## config.mk

```make
export PLATFORM = sky130hd
export DESIGN_NAME = sfifo_prog
export DESIGN_NICKNAME = d
export VERILOG_FILES = /design/src/rtl/sfifo_prog.sv
export SDC_FILE = /design/constraint.sdc
export NUM_CORES = 1
export LEC_CHECK = 0
export ABC_AREA = 1
export CAP_MARGIN = 30
export CORE_MARGIN = 2
export CORE_UTILIZATION = 30
export DETAILED_ROUTE_END_ITERATION = 12
export GPL_ROUTABILITY_DRIVEN = 0
export MAX_ROUTING_LAYER = met4
export PLACE_DENSITY = 0.55
export SLEW_MARGIN = 30
export SYNTH_ARGS = -nofsm -noshare
export SYNTH_HDL_FRONTEND = slang
export SYNTH_SLANG_ARGS = --single-unit
```

## constraint.sdc

```tcl
create_clock -name clk -period 4.3 [get_ports clk]
set_clock_uncertainty 0.2 [all_clocks]
set_input_delay 0.645 -clock clk [delete_from_list [all_inputs] [get_ports clk]]
set_output_delay 0.645 -clock clk [all_outputs]
set_load 0.01 [all_outputs]
```

## src/rtl/sfifo_prog.sv

```systemverilog
// Synchronous FIFO with programmable almost-full/almost-empty thresholds,
// sticky overflow/underflow flags, flush, and selectable FWFT or registered read.
module sfifo_prog #(
    parameter int unsigned DATA_WIDTH = 32,
    parameter int unsigned DEPTH      = 16,
    parameter int unsigned RD_MODE    = 0
) (
    input  logic                             clk,
    input  logic                             srst,
    input  logic                             flush,
    input  logic                             wren,
    input  logic [DATA_WIDTH-1:0]            wdata,
    input  logic                             rden,
    output logic [DATA_WIDTH-1:0]            rdata,
    output logic                             rvalid,
    input  logic [$clog2(DEPTH+1)-1:0]       af_thr,
    input  logic [$clog2(DEPTH+1)-1:0]       ae_thr,
    output logic [$clog2(DEPTH+1)-1:0]       count,
    output logic                             full,
    output logic                             empty,
    output logic                             almost_full,
    output logic                             almost_empty,
    output logic                             overflow,
    output logic                             underflow,
    input  logic                             err_clr
);

    localparam int unsigned ADDR_W = $clog2(DEPTH);
    localparam int unsigned CNT_W  = $clog2(DEPTH + 1);

    logic [DATA_WIDTH-1:0] mem [DEPTH];
    logic [ADDR_W-1:0]     wrptr;
    logic [ADDR_W-1:0]     rdptr;
    logic                  wr_acc;
    logic                  rd_acc;

    // Acceptance is judged on pre-edge flags, so a write into a full FIFO is
    // rejected even when a read frees a slot on the same edge.
    assign wr_acc = wren && !full;
    assign rd_acc = rden && !empty;

    assign full         = (count == CNT_W'(DEPTH));
    assign empty        = (count == '0);
    assign almost_full  = (count >= af_thr);
    assign almost_empty = (count <= ae_thr);

    // Pointers and occupancy
    always_ff @(posedge clk) begin
        if (srst || flush) begin
            wrptr <= '0;
            rdptr <= '0;
            count <= '0;
        end else begin
            if (wr_acc) begin
                wrptr <= (wrptr == ADDR_W'(DEPTH - 1)) ? '0 : wrptr + ADDR_W'(1);
            end
            if (rd_acc) begin
                rdptr <= (rdptr == ADDR_W'(DEPTH - 1)) ? '0 : rdptr + ADDR_W'(1);
            end
            count <= count + CNT_W'(wr_acc) - CNT_W'(rd_acc);
        end
    end

    // Storage is deliberately left unreset
    always_ff @(posedge clk) begin
        if (!srst && !flush && wr_acc) begin
            mem[wrptr] <= wdata;
        end
    end

    // Sticky error flags; a new event outranks err_clr, flush masks events
    always_ff @(posedge clk) begin
        if (srst) begin
            overflow  <= 1'b0;
            underflow <= 1'b0;
        end else begin
            overflow  <= (wren && full && !flush)  || (overflow  && !err_clr);
            underflow <= (rden && empty && !flush) || (underflow && !err_clr);
        end
    end

    generate
        if (RD_MODE == 0) begin : g_fwft
            assign rdata  = mem[rdptr];
            assign rvalid = !empty;
        end else begin : g_reg
            // One-cycle read latency; rdata holds between accepted reads
            always_ff @(posedge clk) begin
                if (srst) begin
                    rdata  <= '0;
                    rvalid <= 1'b0;
                end else if (flush) begin
                    rvalid <= 1'b0;
                end else begin
                    rvalid <= rd_acc;
                    if (rd_acc) begin
                        rdata <= mem[rdptr];
                    end
                end
            end
        end
    endgenerate

endmodule
```

==> results of run 1 <==
[layout make-up]
| class | count | share of cell area [%] |
|---|---|---|
| diodes | 2 | 0.0188 |
| clock buffers | 63 | 5.29 |
| clock inverters | 36 | 1.30 |
| inverters | 215 | 3.09 |
| multi-input cells | 1228 | 21.1 |
| flip-flops and latches | 531 | 59.4 |
| well taps | 978 | 4.61 |
| repair buffers | 134 | 5.29 |
[flip-flops by register name, indices dropped and copies added, names as in the netlist, named ones only]
signal and count:
count 5, mem 512, overflow 1, rdptr 4
underflow 1, wrptr 4
[worst reg2reg max path, stage by stage, from the launching register on]
cell and delay [ps]:
dfxtp_1 450, inv_1 100, ha_1 230, nand3_1 130
nand2_1 190, nor2_1 340, nand2_1 320, nor2_4 560
buf_12 270
[logic make-up after synthesis]
| logic type | count (synthesis) | share of synthesized area, % |
|---|---|---|
| flip-flops | 531 | 69.1 |
| adder cells (fa/ha/maj) | 22 | 1.24 |
| AO/OA/AOI/OAI | 54 | 1.24 |
| buffers and inverters | 321 | 6.86 |
| AND/OR/NAND/NOR | 1148 | 21.4 |
| XOR/XNOR | 4 | 0.154 |
[stage by stage]
step                      setup slack (ps)  hold slack, ps  util [%]  total power, uW
after global routing                   139             299      35.1            12900
after global placement                 822             256      32.8             7750
after CTS                              327             283      35.1            12500
final                                  380             273      35.1            12300
after floorplan                       1010             268         -             7120
after detailed placement               857             267      32.8             7780
[power groups by stage]
stage	clock (uW)	sequential [uW]	combinational, uW
2_1_floorplan	0	5860	1260
3_3_place_gp	0	5890	1860
3_5_place_dp	0	5890	1890
4_1_cts	4770	5780	1910
5_1_grt	4980	5780	2120
6_report	4670	5780	1880
[routing by layer]
layer	global-route usage, %	part of all wire [%]
met5	-	0
met4	3.66	1.9
met3	2.58	4.9
met2	23.8	47
met1	19.9	46
[final timing paths]
check / startpoint / end / slack, ps / depth (start not counted)
max: register / rdata[26] / 380 / 9
min: overflow / overflow / 270 / 2
max reg2reg: count[2] / mem[10][28] / 1220 / 8
min reg2reg: overflow / overflow / 270 / 2
[placed cells by master, fill, tap and decap left out, types with 2 or more instances in the layout]
master and n:
diode_2 2, nand2_1 642, o21ai_1 28, o21ai_0 11, clkinv_8 2, nor2_4 16
dfxtp_4 2, bufinv_16 6, clkinv_4 2, dfxtp_2 2, edfxtp_1 512, or2_2 35
clkinv_2 9, inv_1 211, a21oi_1 10, clkinvlp_4 2, nor2_1 109, o211ai_1 2
nand4_1 2, xor2_1 4, ha_1 21, inv_2 2, buf_4 30, dfxtp_1 15
clkinv_1 15, or2_1 29, buf_12 12, clkbuf_1 8, clkdlybuf4s50_1 91, clkbuf_16 55
nand3_1 313
==> flow_summary.yaml, run 1 <==
run_status:
  status: "complete, no violations"
power:
  cellPowerDensity_nw_per_um2: 465
  vdd_drop_max_v: 0.000311
  power.internal_uw: 9130
  swShare_pct: 26.0
  leakage_uw: 0.0102
  clkPwrFrac_pct: 37.9
  power_frac_comb_pct: 15.3
  p_seq_share_pct: 46.9
  p_sw_uw: 3210
clocking:
  root_buffer: "clkbuf_16"
  clk_latency_ps: 590
  htree_levels: 2
  cts_max_path_buffers: 3
  cts_resized: 0
  clkSinkCount: 531
  cts-hold-fix-buffers: 0
  clk_pin_slew_ps: 60
  tritoncts: "yes"
  cts_buffers: 54
  post_cts_buffers: 0
sta:
  max_freq_ghz: 0.255
  fin_crit_sh_pct: 91.2
  setup_viol: 0
  min_period_ps: 3920
  slew_violations: 0
  relSlewSlack_pct: 39.6
  setup_tns_ps: 0
  hold_viol: 0
  tightestPinTransition_ps: 904
  rsz0062_at_grt: "false"
logic_synthesis:
  synthFlopType: "edfxtp_1"
  syn_area_per_cell_um2: 11.0
  synth_top_area_share_pct: 67.5
  synth.distinct_cells: 30
  yosysSeqAreaShare_pct: 69.1
  netlist_area_um2: 22800
  synth-edff-count: 512
  async_reset_ff_share_pct: 0
  yosys_warnings: 0
  synth_common_cells: "642 x nand2_1, 512 x edfxtp_1, 313 x nand3_1, 212 x inv_1, 125 x nor2_1"
  netlist_instances: 2080
  synth_fp_nets: 2150
  synth_area_leader_cell: "edfxtp_1"
  yosysMostFrequentCell: "nand2_1"
  synth-seq-cells: 531
  synth.area.top_cells: "edfxtp_1 67%, nand2_1 11%, nand3_1 6.9%, inv_1 3.5%, nor2_1 2.1%"
floorplanning:
  initial_core_util_pct: 30.2
  die_h_um: 280
  rows: 101
  die_x_um: 280
  core_area_um2: 75600
  ios: 92
  die_area_um2: 78200
layout:
  ff_latch_area_um2: 15800
  area_growth_syn_to_layout_pct: 16.6
  multi_input_area_um2: 5590
  drive_above_1_share_pct: 8.07
  layout.nets: 2234
  fill_cells: 7381
  fin_cells: 3187
  finish.instance_area_um2: 26600
detailed_routing:
  drc: 0
  ant_nets: 0
  wire_per_inst_um: 17.8
  drtPass1Iterations: 5
  vias: 14600
  routed_via_density: 4.58
  wl_mm: 56.8
  drt_iter0_drc: 1272
worst_setup_path:
  crit_family: "buffers and inverters"
  end_kind: "primary output"
  critPathRequiredTime_ps: 3450
  crit_type: "register to primary output"
  crit_top_cell: "nand2_1"
  cp_max_fo: 131
  cp_slowest_cell: "clkdlybuf4s50_1"
  cpPeakStageDelay_ps: 570
  path_buf_inv: 3
  crit_path_start_kind: "register"
  cp_cell_sequence: "buf_12 -> buf_16 -> nand2_1 -> nand2_1 -> nand2_1 -> nand3_1 -> nand3_1 -> nand2_1 -> clkdlybuf4s50_1"
  crit_arrival_ps: 3080
global_routing:
  first_global_vias: 14400
  grt_max_degree: 228
  overflow: 0
  grt_pass1_wl_mm: 86.9
  grt_usage_pct: 14.9
  antenna_found_initial: 2
placement:
  place_inst: 3085
  dpl_cell_area_um2: 24800
  dp_hpwl_mm: 31.0
  port_buffers: 91
flow_run:
  maxCapViolations: 0
min_path:
  hold_class: "register to register"
Note: power is estimated with default switching activity, not from simulation.
==> inputs of run 2 (changes only) <==
--- a/config.mk
+++ b/config.mk
@@ -13,6 +13,7 @@
 export GPL_ROUTABILITY_DRIVEN = 0
 export MAX_ROUTING_LAYER = met4
 export PLACE_DENSITY = 0.55
+export SKIP_CTS_REPAIR_TIMING = 1
 export SLEW_MARGIN = 30
 export SYNTH_ARGS = -nofsm -noshare
 export SYNTH_HDL_FRONTEND = slang
==> constraint.sdc (replaced) <==
create_clock -name clk -period 4.3 [get_ports clk]
set_clock_uncertainty 0.2 [all_clocks]
set_input_delay 0.645 -clock clk [delete_from_list [all_inputs] [get_ports clk]]
set_output_delay 0.645 -clock clk [all_outputs]
set_load 0.005 [all_outputs]
==> run 2 against run 1 <==
Net effect:
- wire length increased by 1.5%
- sequential cell count unchanged
- sequential share of layout area about the same
- final cell count about the same
- critical path type unchanged
- critical endpoint is now rdata[7]
- largest power group unchanged
==> flow_summary.yaml, run 2 (synthesis results as in run 1) <==
layout:
  fill_cells: 7426
  layout_commonest_cell: "nand2_1"
  reg_top3: "mem (512), count (5)"
  finish.instance_area_um2: 26500
  drive_above_1_share_pct: 8.08
  largest_register_ffs: 512
  area_growth_syn_to_layout_pct: 16.5
  layout_common_cells: "642 x nand2_1, 512 x edfxtp_1, 313 x nand3_1"
  regMostFlops: "mem"
  layout.nets: 2230
min_path:
  holdPathStages: 2
  hold_class: "register to register"
power:
  swShare_pct: 26.2
  vdd_drop_max_v: 0.000312
  p_seq_share_pct: 47.3
  p_sw_uw: 3200
  power.internal_uw: 9000
  clkPwrFrac_pct: 37.1
  leakage_uw: 0.0101
  power_frac_comb_pct: 15.6
  cellPowerDensity_nw_per_um2: 460
flow_run:
  maxCapViolations: 0
worst_setup_path:
  crit_type: "register to primary output"
  cpPeakStageDelay_ps: 570
  cp_cell_sequence: "buf_12 -> nor2_1 -> nor2_1 -> o21ai_1 -> nand3_1 -> nand3_1 -> nand2_1 -> clkdlybuf4s50_1"
  critPathRequiredTime_ps: 3450
  crit_path_start_kind: "register"
  path_depth: 8
  crit_arrival_ps: 3010
  cp_max_fo: 162
  cp_slowest_cell: "clkdlybuf4s50_1"
  path_buf_inv: 2
  crit_family: "buffers and inverters"
  end_kind: "primary output"
  ff2ff_path_depth: 8
sta:
  fin_crit_sh_pct: 89.6
  setup_tns_ps: 0
  relSlewSlack_pct: 34.2
  hold_viol: 0
  slew_violations: 0
  rsz0062_at_grt: "false"
  tightestPinTransition_ps: 988
  setup_viol: 0
  max_freq_ghz: 0.260
  worst_slack_ps: 448
  min_period_ps: 3850
clocking:
  cts_max_path_buffers: 3
  cts_buffers: 55
  root_buffer: "clkbuf_16"
  clkSinkCount: 531
  clk_pin_slew_ps: 60
  htree_levels: 2
  clk_latency_ps: 590
  tritoncts: "yes"
detailed_routing:
  wl_met3_mm: 3.21
  wire_per_inst_um: 18.1
  vias: 14700
  drt_iter0_drc: 1129
  wl_met2_mm: 27.1
  drc: 0
  ant_nets: 0
  m1WireLength_mm: 26.2
  top_layer: "met4"
  routed_via_density: 4.61
  drtPass1Iterations: 6
  wl_mm: 57.6
floorplanning:
  die_area_um2: 78200
  die_h_um: 280
  core_area_um2: 75600
  die_x_um: 280
  ios: 92
  initial_core_util_pct: 30.2
  rows: 101
placement:
  post-place-ws_ps: 575
  dpl_cell_area_um2: 24800
  port_buffers: 91
  dp_hpwl_mm: 32.2
global_routing:
  grt_usage_pct: 15.1
  grt_max_degree: 163
  overflow: 0
  grt_pass1_wl_mm: 88.1
  antenna_found_initial: 5
  first_global_vias: 14400
run_status:
  status: "complete, no violations"
==> run 2: cell types whose count changed in the layout (fill, tap and decap cells not counted), sizes merged <==
cell / previous run / this run
buf: 43 / 38
clkbuf: 63 / 68
clkinv: 28 / 26
inv: 215 / 216
bufinv: 6 / 2
diode: 2 / 5
clkinvlp: 2 / 3
==> run 2: final timing paths <==
path,start,endpoint,slack (ps)
worst max-delay path,register,rdata[7],450
worst min-delay path,underflow,underflow,280
worst max register to register,count[2],mem[2][13],1220
worst min register to register,underflow,underflow,280
==> run 2: routing by layer <==
| layer | global-route usage, % | vias to the layer above |
|---|---|---|
| met5 | - | - |
| met1 | 20.1 | 7133 |
| met3 | 2.45 | 83 |
| li1 | - | 7076 |
| met2 | 24.3 | 394 |
| met4 | 3.73 | 0 |
==> run 2: final cells by class <==
cell class | instances | area, um2 | area share [%]
Multi-Input combinational cell | 1228 | 5590 | 21.1
Antenna cell | 5 | 12.5 | 0.0471
Tap cell | 978 | 1220 | 4.61
Inverter | 215 | 820 | 3.09
Sequential cell | 531 | 15800 | 59.4
Clock buffer | 68 | 1490 | 5.60
Timing Repair Buffer | 129 | 1420 | 5.35
Clock inverter | 32 | 223 | 0.839
==> run 2: tightest hold or removal path: stages, from the launching register on <==
cell and delay [ps]:
dfxtp_1 330, nand2_1 50, o21ai_0 60
==> run 2: power groups by stage <==
stage                     registers [uW]  logic [uW]  clock network [uW]
after CTS                           5770        1920                4640
after global routing                5770        2130                4840
after global placement              5880        1880                   0
after detailed placement            5880        1910                   0
final                               5770        1900                4530
after floorplan                     5860        1220                   0
==> run 2: stage by stage <==
stage / cells / hold WS, ps / utilization (%) / power [uW]
after floorplan: 2080 / 252 / - / 7070
after detailed placement: 3081 / 259 / 32.8 / 7790
after CTS: 3181 / 279 / 35.1 / 12300
after global placement: 3081 / 257 / 32.8 / 7760
after global routing: 3186 / 304 / 35.1 / 12700
final: 3186 / 275 / 35.1 / 12200
